File: config.mk
export PLATFORM = sky130hd
export DESIGN_NAME = col_parity_param
export DESIGN_NICKNAME = d
export VERILOG_FILES = /design/src/rtl/col_parity_param.sv
export SDC_FILE = /design/constraint.sdc
export NUM_CORES = 1
export LEC_CHECK = 0
export CAP_MARGIN = 10
export CORE_ASPECT_RATIO = 0.5
export CORE_UTILIZATION = 32
export DETAILED_ROUTE_END_ITERATION = 8
export GPL_TIMING_DRIVEN = 0
export MAX_ROUTING_LAYER = met4
export PLACE_DENSITY = 0.58
export SYNTH_ARGS = -nofsm -noshare
export SYNTH_HDL_FRONTEND = slang
export SYNTH_SLANG_ARGS = --single-unit
File: constraint.sdc
create_clock -name clk -period 8.59 [get_ports clk]
set_input_delay 2.577 -clock clk [delete_from_list [all_inputs] [get_ports clk]]
set_output_delay 2.577 -clock clk [all_outputs]
set_load 0.01 [all_outputs]
File: src/rtl/col_parity_param.sv
// Parametrised column-parity engine: loads DEPTH pages of N x N bits,
// then re-streams them as theta-mixed pages or as bare column parities.
module col_parity_param #(
    parameter int N     = 5,
    parameter int DEPTH = 64,
    parameter int IDXW  = 6
) (
    input  logic             clk,
    input  logic             reset,
    input  logic             start,
    input  logic             mode,
    input  logic [N*N-1:0]   in_data,
    output logic             ready,
    output logic [N*N-1:0]   out_data,
    output logic             done,
    output logic [IDXW-1:0]  page_index
);

    localparam int W  = N * N;
    localparam int AW = (DEPTH > 1) ? $clog2(DEPTH) : 1;

    localparam logic [1:0] S_IDLE = 2'd0;
    localparam logic [1:0] S_LOAD = 2'd1;
    localparam logic [1:0] S_EMIT = 2'd2;
    localparam logic [1:0] S_HOLD = 2'd3;

    logic [1:0]   state;
    logic         mode_q;
    logic [N-1:0] par [DEPTH];

    logic [N-1:0] in_par;
    logic [N-1:0] cur_par;
    logic [N-1:0] prev_par;
    logic [AW-1:0] cur_idx;
    logic [AW-1:0] prev_idx;
    logic          last;
    logic [W-1:0]  theta;
    logic [W-1:0]  result;

    assign ready    = (state == S_IDLE);
    assign last     = (page_index == IDXW'(DEPTH - 1));
    assign cur_idx  = page_index[AW-1:0];
    // Page 0 mixes with the last page of the state.
    assign prev_idx = (cur_idx == '0) ? AW'(DEPTH - 1) : cur_idx - AW'(1);
    assign cur_par  = par[cur_idx];
    assign prev_par = par[prev_idx];

    always_comb begin
        in_par = '0;
        for (int x = 0; x < N; x++) begin
            for (int y = 0; y < N; y++) begin
                in_par[x] = in_par[x] ^ in_data[N*y + x];
            end
        end
    end

    always_comb begin
        theta = '0;
        for (int y = 0; y < N; y++) begin
            for (int x = 0; x < N; x++) begin
                theta[N*y + x] = in_data[N*y + x]
                               ^ cur_par[(x + N - 1) % N]
                               ^ prev_par[(x + 1) % N];
            end
        end
    end

    assign result = mode_q ? W'(cur_par) : theta;

    // Parity store is never cleared; LOAD rewrites every entry before use.
    always_ff @(posedge clk) begin
        if (!reset && state == S_LOAD) begin
            par[cur_idx] <= in_par;
        end
    end

    always_ff @(posedge clk) begin
        if (reset) begin
            state      <= S_IDLE;
            mode_q     <= 1'b0;
            done       <= 1'b0;
            out_data   <= '0;
            page_index <= '0;
        end else begin
            case (state)
                S_IDLE: begin
                    done       <= 1'b0;
                    page_index <= '0;
                    if (start) begin
                        mode_q <= mode;
                        state  <= S_LOAD;
                    end
                end
                S_LOAD: begin
                    if (last) begin
                        page_index <= '0;
                        state      <= S_EMIT;
                    end else begin
                        page_index <= page_index + IDXW'(1);
                    end
                end
                S_EMIT: begin
                    out_data <= result;
                    done     <= 1'b1;
                    state    <= S_HOLD;
                end
                S_HOLD: begin
                    done <= 1'b0;
                    if (last) begin
                        page_index <= '0;
                        state      <= S_IDLE;
                    end else begin
                        page_index <= page_index + IDXW'(1);
                        state      <= S_EMIT;
                    end
                end
                default: state <= S_IDLE;
            endcase
        end
    end

endmodule

# After elaboration in Yosys (flattened, before gate mapping)
# Memory sizes are Yosys's and may differ from the RTL's. A register that Yosys moved wholly into a read port is not among the register bits.
# Index checks and enable logic that the tools add are counted.
totals:
  register_bits: 35
  ramBits: 320
  inputBits: 29
  out_inout_bits: 33
  wordCells: 107
  mem_count: 1
classes:
  n_addsub: 2
  eq_ne: 6
  mux: 13
  bitwise_logic: 70
  n_reduce_logical: 10
mem_list:
  columns: ["memory", "words", "word_bits", "rd", "rd_ports_with_merged_regs", "wr", "line_no", "text"]
  rows:
  - ["par", 64, 5, 2, 1, 1, "29", "logic [N-1:0] par [DEPTH];"]
ops:
  columns: ["cell", "n"]
  rows:
  - ["bitwise XOR 1 bit", 70]
  - ["2-to-1 mux 25 bit", 1]
  - ["2-to-1 mux 6 bit", 4]
  - ["one-hot mux 6 bit (2 select lines)", 1]
  - ["one-hot mux 2 bit (4 select lines)", 1]
  - ["adder 6 x 1 -> 6 bit (second input constant)", 1]
  - ["equality test 6 bit (second input constant)", 1]
  - ["logical NOT 6 bit", 1]
  - ["2-to-1 mux 2 bit", 3]
  - ["subtractor 6 x 1 -> 6 bit (second input constant)", 1]
  - ["equality test 2 bit (second input constant)", 2]
  - ["!= test 2 bit (second input constant)", 2]
  - ["AND reduction 2 bit", 2]
  - ["nonzero test 2 bit", 2]
  - ["OR reduction 2 bit", 2]
  - ["equality test 2 x 1 -> 1 bit (second input constant)", 1]
  - ["logical NOT 2 bit", 1]
  - ["2-to-1 mux 1 bit", 2]
  - ["one-hot mux 1 bit (2 select lines)", 1]
  - ["logical AND 1 bit", 1]
  - ["logical NOT 1 bit", 1]

# Logic depth before layout (Yosys ltp)
# Gate-level depths: netlist of run 1.
logic_depth:
  word_depth: 5
  ltp_mapped: 18
  ltp_nobuf: 12

# Worst setup path before layout of run 1
# Ideal clock, no wire load.
synth_path:
  kind: "input to register"
  start: "input port in_data[5]"
  end: "memory par[0][0], data pin"
  setup_ps: 569
  arrival_ps: 4721
  required_time_ps: 8021
  slack_ps: 3300
  stages: 3
  n_path_buf: 0
  cell_sequence: "xnor2_1 -> xnor2_1 -> xnor2_1"
synth_between:
  elab_chain_cells: 4
synth_rtl:
  columns: ["item", "line_no", "text"]
  rows:
  - ["from (decl)", "12", "input logic [N*N-1:0] in_data,"]
  - ["bitwise XOR 1 bit (4 in a row)", "52", "in_par[x] = in_par[x] ^ in_data[N*y + x];"]
  - ["named net in_par[0]", "31", "logic [N-1:0] in_par;"]
  - ["to (decl)", "29", null]
# The timed path passes the listed nets, and every way through them passes these cells.

# Final worst setup path of run 1
layout_path:
  start: "register page_index[0]"
  end: "register out_data[1]"
layout_between:
  elab_chain_cells: 5
  elab_cells_between_ends: 6
  cone_classes: "add/sub: 1; mux: 2; bitwise: 1; reduce/logical: 1; memory: 1"
layout_rtl:
  columns: ["item", "line_no", "text"]
  rows:
  - ["from (decl)", "16", "output logic [IDXW-1:0] page_index"]
  - ["from (signal assigned)", "99", "page_index <= page_index + IDXW'(1);"]
  - ["from (signal assigned)", "113", "page_index <= page_index + IDXW'(1);"]
  - ["subtractor 6 x 1 -> 6 bit / logical NOT 6 bit (equally long branches)", "44", "assign prev_idx = (cur_idx == '0) ? AW'(DEPTH - 1) : cur_idx - AW'(1);"]
  - ["2-to-1 mux 6 bit (*)", "44", null]
  - ["memory read (64 x 5 bit) (*)", null, null]
  - ["bitwise XOR 1 bit (*)", "63", "^ prev_par[(x + 1) % N];"]
  - ["2-to-1 mux 25 bit (*)", "68", "assign result = mode_q ? W'(cur_par) : theta;"]
  - ["to (signal assigned)", "103", "out_data <= result;"]
  - ["to (decl)", "14", "output logic [N*N-1:0] out_data,"]
# Every way passes the cells marked *; elsewhere a longest branch is shown, timed or not.
# A chain may end at the register's enable or synchronous reset.

==> insert_results.sql, run 1 <==
INSERT INTO impl_metrics (metric_group, metric, value, unit) VALUES
('finish', 'design.final.nets', '1460', ''),
('routing', 'avgViaCountPerCell', '6.05', ''),
('worst_setup_path', 'cpPeakStageDelay', '990', 'ps'),
('routing', 'post_drt_wl_per_cell', '30.9', 'microns'),
('timing', 'rsz_0062_raised_after_global_routing', 'no', ''),
('logic_synthesis', 'synth.most_common_cell', 'edfxtp_1', ''),
('power_and_ir_drop', 'peakVddDrop', '0.000121', 'V'),
('logic_synthesis', 'synthTopCellsByArea', 'edfxtp_1 (54%), mux4_2 (15%), dfxtp_1 (4.6%), nand2_1 (4.0%), mux2i_1 (2.6%)', ''),
('logic_synthesis', 'yosysTopAreaCell', 'edfxtp_1', ''),
('timing', 'max_freq', '142', 'MHz'),
('global_routing', 'aggregate_global_route_resource_usage', '0.247', ''),
('clocking', 'clk_pin_slew_worst_paths', '60', 'ps'),
('logic_synthesis', 'yosys-top-cells-count', 'edfxtp_1 (320), nand2_1 (190), mux4_2 (115)', ''),
('global_routing', 'grt_start_max_net_pins', '25', ''),
('logic_synthesis', 'synth_fp_nets', '1339', ''),
('timing', 'report.final.setup_viol', '0', ''),
('timing', 'final.period_utilization', '0.819', ''),
('clocking', 'clock-sinks', '361', ''),
('finish', 'nFillCells', '5086', ''),
('clocking', 'post_cts.resized_instances', '0', ''),
('finish', 'multiInputGateArea', '6890', 'sq um'),
('timing', 'worst_slew_pin_slew', '1390', 'ps'),
('timing', 'post-route-min-period', '7040', 'ps'),
('timing', 'slew_limit_headroom', '0.0763', ''),
('logic_synthesis', 'synth_edf_count', '320', ''),
('clocking', 'postCtsHoldBufs', '0', ''),
('timing', 'clock_skew', '35.2', 'ps'),
('logic_synthesis', 'synth_seq_area_share', '0.587', ''),
('logic_synthesis', 'synth.avg_cell_area', '13.6', 'sq um'),
('worst_setup_path', 'path_class', 'reg -> reg', ''),
('routing', 'dr_total_vias', '13300', ''),
('place', 'place.detailed.hpwl', '47.8', 'mm'),
('routing', 'ant_nets', '0', ''),
('routing', 'drtPass1Iterations', '8', ''),
('logic_synthesis', 'synth.top_cell.area_share', '0.541', ''),
('place', 'routabilityCongestion', '1.04', ''),
('global_routing', 'grt_first_pass_wirelength', '95.0', 'mm'),
('die', 'initial_standard_cell_utilization_of_the_core', '0.327', ''),
('finish', 'drive_above_1_share', '0.171', ''),
('outcome', 'run_status', 'finished, final reports clean', ''),
('die', 'die_w', '335', 'microns'),
('routing', 'drc', '0', ''),
('logic_synthesis', 'synthesis.yosys.warnings', '0', ''),
('finish', 'flow.area_growth_from_synthesis', '17.7', '%'),
('worst_setup_path', 'crit_path_top_delay_cell', 'buf_1', ''),
('finish', 'register_area', '10400', 'sq um'),
('clocking', 'cts_setup_buffers', '0', ''),
('clocking', 'tritoncts.num_buffers', '39', ''),
('worst_setup_path', 'cp_data_arrival_time', '7450', 'ps'),
('routing', 'detail_route.wirelength', '68.0', 'mm'),
('finish', 'postLayoutCellArea', '20900', 'sq um'),
('worst_setup_path', 'worstPathCellList', 'clkbuf_1 > clkinv_1 > ha_1 > clkbuf_1 > buf_1 > buf_2 > buf_1 > mux4_2 > o21ai_0 > a21oi_1 > a21oi_1 > a31oi_2 > xnor2_1 > o22ai_1', ''),
('die', 'floorplan.io_pins', '62', ''),
('clocking', 'clock_latency', '590', 'ps'),
('logic_synthesis', 'prevailing_post_synth_register_cell', 'edfxtp_1', ''),
('power_and_ir_drop', 'p_per_area', '306', 'nW/um^2'),
('routing', 'drt_iter0_markers', '2122', ''),
('global_routing', 'global_route.overflow_total', '0', ''),
('die', 'placeableCoreArea', '54300', 'sq um'),
('place', 'placement.io_buffers', '61', ''),
('clocking', 'clockBufferDepth', '3', ''),
('run', 'maxCapViolations', '0', ''),
('global_routing', 'grt_pass1_vias', '12800', ''),
('timing', 'tns', '0', 'ps'),
('die', 'rows', '60', ''),
('logic_synthesis', 'async_reset_ff_frac', '0', ''),
('clocking', 'clk_tree_root_cell', 'clkbuf_16', ''),
('clocking', 'clock_tree_from_tritoncts', 'yes', ''),
('worst_setup_path', 'timing.critical_path.required', '9000', 'ps'),
('die', 'fp.dieArea', '56500', 'sq um'),
('worst_setup_path', 'cp-end-kind', 'register', '');
[critical path: cells and delay by family, from the launching register on]
kind                     cells  cell delay, ps
adder cells (fa/ha/maj)      1             440
buffers and inverters        6            3830
XOR/XNOR                     1             200
flip-flops                   1             450
AO/OA/AOI/OAI                5            1550
multiplexers                 1             400
[logic make-up after synthesis]
kind of cell / count (synthesis) / synth area share
mux: 164 / 0.174
simple gates: 445 / 0.111
flops: 361 / 0.587
fa+ha+maj: 7 / 0.00493
xor+xnor: 60 / 0.0309
compound gates: 164 / 0.0646
buf+inv: 102 / 0.0275
[routing by layer]
layer  up-vias  routed length (microns)  GRT usage
met5         -                        0          -
met4         0                     3550      0.109
met3       239                     8830     0.0655
met2      1066                    29500      0.367
met1      6695                    26100      0.317
li1       5313                        -          -
[layout by cell type (no fill, tap or decap), types with 19 or more instances in the layout]
cell / synthesis / layout
nor3_1: 26 / 26
nand2_1: 190 / 190
clkdlybuf4s50_1: 0 / 61
o21ai_0: 27 / 27
xnor2_1: 38 / 32
clkbuf_16: 0 / 39
edfxtp_1: 320 / 320
buf_2: 24 / 24
a21oi_1: 28 / 28
nand3_1: 74 / 74
nor2_1: 93 / 93
dfxtp_1: 41 / 41
xor2_1: 19 / 19
clkbuf_1: 43 / 56
mux2i_1: 46 / 46
mux4_2: 115 / 115
[flip-flops by register name, summed over array words and instances, names as in the netlist, named ones only]
| name | flops |
|---|---|
| out_data | 25 |
| page_index | 6 |
| state | 2 |
| done | 1 |
| par | 320 |
| mode_q | 1 |
[where the power goes]
part / internal, mW / total [mW] / switching, mW
registers: 2.05 / 2.08 / 0.0304
clock network: 0.989 / 1.73 / 0.737
logic: 0.879 / 2.59 / 1.71
[final cells by class]
cell class                 count  area share
buffer                        93      0.0217
sequential                   361       0.499
multi-input combinational    840       0.330
inverter                       9     0.00168
clock inverter                16      0.0108
clock buffer                  54      0.0504
tap                          744      0.0445
antenna                        2    0.000239
timing repair buffer          80      0.0418
[through the flow]
stage / setup slack [ps] / power [mW] / util / instances / hold WS [ps]
after floorplan: 3300 / 3.57 / - / 1303 / 470
after global placement: 261 / 4.58 / 0.356 / 2108 / 435
after detailed placement: 1850 / 4.62 / 0.361 / 2126 / 437
after CTS: 1840 / 6.32 / 0.385 / 2196 / 446
after global routing: 1620 / 6.54 / 0.385 / 2198 / 479
final: 1550 / 6.40 / 0.385 / 2199 / 444
[worst paths after layout]
path                                     from           end  slack [ps]  cells after the start
worst min-delay path             out_data[15]  out_data[15]         440                      2
worst max-delay path            page_index[0]   out_data[1]        1550                     14
worst min register to register   out_data[15]  out_data[15]         440                      2
worst max register to register  page_index[0]   out_data[1]        1550                     14
Note: power is estimated with default switching activity, not from simulation.
==> inputs of run 2 (changes only) <==
--- a/config.mk
+++ b/config.mk
@@ -11,7 +11,7 @@
 export DETAILED_ROUTE_END_ITERATION = 8
 export GPL_TIMING_DRIVEN = 0
 export MAX_ROUTING_LAYER = met4
-export PLACE_DENSITY = 0.58
+export PLACE_DENSITY = 0.6
 export SYNTH_ARGS = -nofsm -noshare
 export SYNTH_HDL_FRONTEND = slang
 export SYNTH_SLANG_ARGS = --single-unit
==> constraint.sdc (replaced) <==
create_clock -name clk -period 6 [get_ports clk]
set_input_delay 1.8 -clock clk [delete_from_list [all_inputs] [get_ports clk]]
set_output_delay 1.8 -clock clk [all_outputs]
set_load 0.01 [all_outputs]
==> run 2 against run 1 <==
  * Critical path type unchanged
  * Register-to-register slack lost 1400 ps
  * Final cell count is essentially flat
  * Largest cell class unchanged
  * Highest routed layer unchanged
  * Combinational power grew 46%
==> insert_results.sql, run 2 (synthesized netlist as in run 1, its figures left out) <==
INSERT INTO impl_metrics (metric_group, metric, value, unit) VALUES
('finish', 'nFillCells', '5104', ''),
('routing', 'drc', '0', ''),
('die', 'floorplan.io_pins', '62', ''),
('power_and_ir_drop', 'p_per_area', '441', 'nW/um^2'),
('timing', 'worst_slew_pin_slew', '1370', 'ps'),
('routing', 'ant_nets', '0', ''),
('global_routing', 'number_of_antenna_violations_at_the_first_check_in_global_routing', '1', ''),
('finish', 'final_common_cell', 'edfxtp_1', ''),
('run', 'maxCapViolations', '0', ''),
('finish', 'flow.area_growth_from_synthesis', '17.8', '%'),
('finish', 'multiInputGateArea', '6900', 'sq um'),
('die', 'die_w', '335', 'microns'),
('finish', 'stdcell_count', '2198', ''),
('timing', 'rsz_0062_raised_after_global_routing', 'no', ''),
('worst_setup_path', 'cp-end-kind', 'register', ''),
('timing', 'clock_skew', '14.8', 'ps'),
('die', 'initial_standard_cell_utilization_of_the_core', '0.327', ''),
('clocking', 'tritoncts.num_buffers', '38', ''),
('die', 'rows', '60', ''),
('finish', 'max_flop_register', 'par', ''),
('worst_setup_path', 'cp-start-kind', 'register', ''),
('timing', 'final.period_utilization', '0.971', ''),
('die', 'die_h', '169', 'microns'),
('clocking', 'clock-sinks', '361', ''),
('place', 'placedInstanceArea', '19600', 'sq um'),
('place', 'place.detailed.hpwl', '48.3', 'mm'),
('finish', 'drive_above_1_share', '0.182', ''),
('hold_path', 'holdCritPathClass', 'reg -> reg', ''),
('timing', 'report.final.setup_viol', '0', ''),
('routing', 'drt_iter0_markers', '2256', ''),
('routing', 'avgViaCountPerCell', '6.04', ''),
('global_routing', 'global_route.overflow_total', '0', ''),
('global_routing', 'grt_pass1_vias', '12700', ''),
('finish', 'reg.largest.list', 'par x320, out_data x25, page_index x6', ''),
('place', 'place.detailed.instances', '2128', ''),
('worst_setup_path', 'path_class', 'reg -> reg', ''),
('clocking', 'clk_tree_root_cell', 'clkbuf_16', ''),
('timing', 'post-route-min-period', '5830', 'ps'),
('clocking', 'clk_pin_slew_worst_paths', '60', 'ps'),
('global_routing', 'grt_first_pass_wirelength', '95.5', 'mm'),
('routing', 'dr_total_vias', '13300', ''),
('routing', 'drtPass1Iterations', '8', ''),
('finish', 'final_cell_mix', 'edfxtp_1 (320), nand2_1 (190), mux4_2 (115), nor2_1 (93), nand3_1 (74)', ''),
('timing', 'slew_limit_headroom', '0.0844', ''),
('finish', 'design.final.nets', '1459', ''),
('die', 'placeableCoreArea', '54300', 'sq um'),
('worst_setup_path', 'timing.critical_path.required', '6410', 'ps'),
('die', 'fp.dieArea', '56500', 'sq um'),
('routing', 'detail_route.wirelength', '68.4', 'mm'),
('timing', 'max_freq', '172', 'MHz'),
('worst_setup_path', 'cp_data_arrival_time', '6240', 'ps'),
('clocking', 'htreeDepth', '2', ''),
('place', 'routabilityCongestion', '1.02', ''),
('timing', 'hold_viol_final', '0', ''),
('clocking', 'clock_latency', '550', 'ps'),
('power_and_ir_drop', 'peakVddDrop', '0.000181', 'V'),
('clocking', 'cts_setup_buffers', '0', ''),
('global_routing', 'grt_start_max_net_pins', '25', ''),
('routing', 'post_drt_wl_per_cell', '31.1', 'microns'),
('timing', 'tns', '0', 'ps'),
('clocking', 'clock_tree_from_tritoncts', 'yes', ''),
('global_routing', 'aggregate_global_route_resource_usage', '0.248', ''),
('outcome', 'run_status', 'finished, final reports clean', ''),
('clocking', 'clockBufferDepth', '3', ''),
('place', 'placement.io_buffers', '61', ''),
('worst_setup_path', 'critical_path_peak_fanout', '10', ''),
('timing', 'hold_ws', '445', 'ps'),
('power_and_ir_drop', 'p_leak', '6.78', 'nW'),
('finish', 'register_area', '10400', 'sq um'),
('finish', 'postLayoutCellArea', '20900', 'sq um'),
('finish', 'largest_register_ff_count', '320', ''),
('timing', 'slew_violations', '0', '');
==> run 2: cell count changes in the layout (fill, tap and decap cells not counted), sizes merged <==
cell,before,now
clkinv,12,16
clkbuf,97,94
buf,69,68
clkdlybuf4s15,0,1
clkinvlp,0,1
diode,2,1
inv,9,7
==> run 2: layout make-up <==
type / instances / area share
diodes: 1 / 0.000120
plain buffers: 92 / 0.0223
clock buffers: 51 / 0.0523
clock inverters: 19 / 0.00903
inverters: 9 / 0.00167
multi-input cells: 840 / 0.330
flip-flops and latches: 361 / 0.499
well taps: 744 / 0.0445
repair buffers: 81 / 0.0417
==> run 2: report_power, final <==
| part | switching (mW) | leakage, nW | internal [mW] |
|---|---|---|---|
| registers | 0.0425 | 3.21 | 2.94 |
| clock network | 1.02 | 0.630 | 1.45 |
| logic | 2.49 | 2.95 | 1.28 |
==> run 2: per-layer routing <==
| layer | routed length (microns) | GRT usage | vias up |
|---|---|---|---|
| met2 | 29800 | 0.367 | 1011 |
| met1 | 26600 | 0.324 | 6713 |
| met5 | 0 | - | - |
| met3 | 8660 | 0.0574 | 242 |
| li1 | - | - | 5306 |
| met4 | 3420 | 0.113 | 0 |
==> run 2: what timing repair did <==
| action | in CTS | in global routing |
|---|---|---|
| resized for setup | 10 | 3 |
| hold buffers | 0 | 0 |
| endpoints found under the setup margin | 25 | 18 |
==> run 2: worst paths after layout <==
| check | start | to | slack (ps) | depth (start not counted) |
|---|---|---|---|---|
| worst max-delay path | page_index[0] | out_data[0] | 170 | 14 |
| worst min-delay path | out_data[10] | out_data[10] | 440 | 2 |
| worst max register to register | page_index[0] | out_data[0] | 170 | 14 |
| worst min register to register | out_data[10] | out_data[10] | 440 | 2 |
==> run 2: stage by stage <==
stage / setup WS, ps / util / total power, mW
after floorplan: 1490 / - / 5.11
after global placement: -1470 / 0.356 / 6.58
after detailed placement: -809 / 0.361 / 6.65
after CTS: 17.3 / 0.385 / 9.09
after global routing: 164 / 0.385 / 9.40
final: 173 / 0.385 / 9.22
==> run 2: critical path, cell delays in order, from the launching register on <==
cell and delay (ps):
dfxtp_1 420, clkbuf_2 360, clkinv_1 340, ha_1 300
buf_2 180, xor2_2 570, and2_1 320, clkbuf_1 860
clkbuf_2 630, a32oi_1 200, a211oi_1 550, o32ai_2 250
xor2_2 420, xnor2_1 170, o22ai_1 100
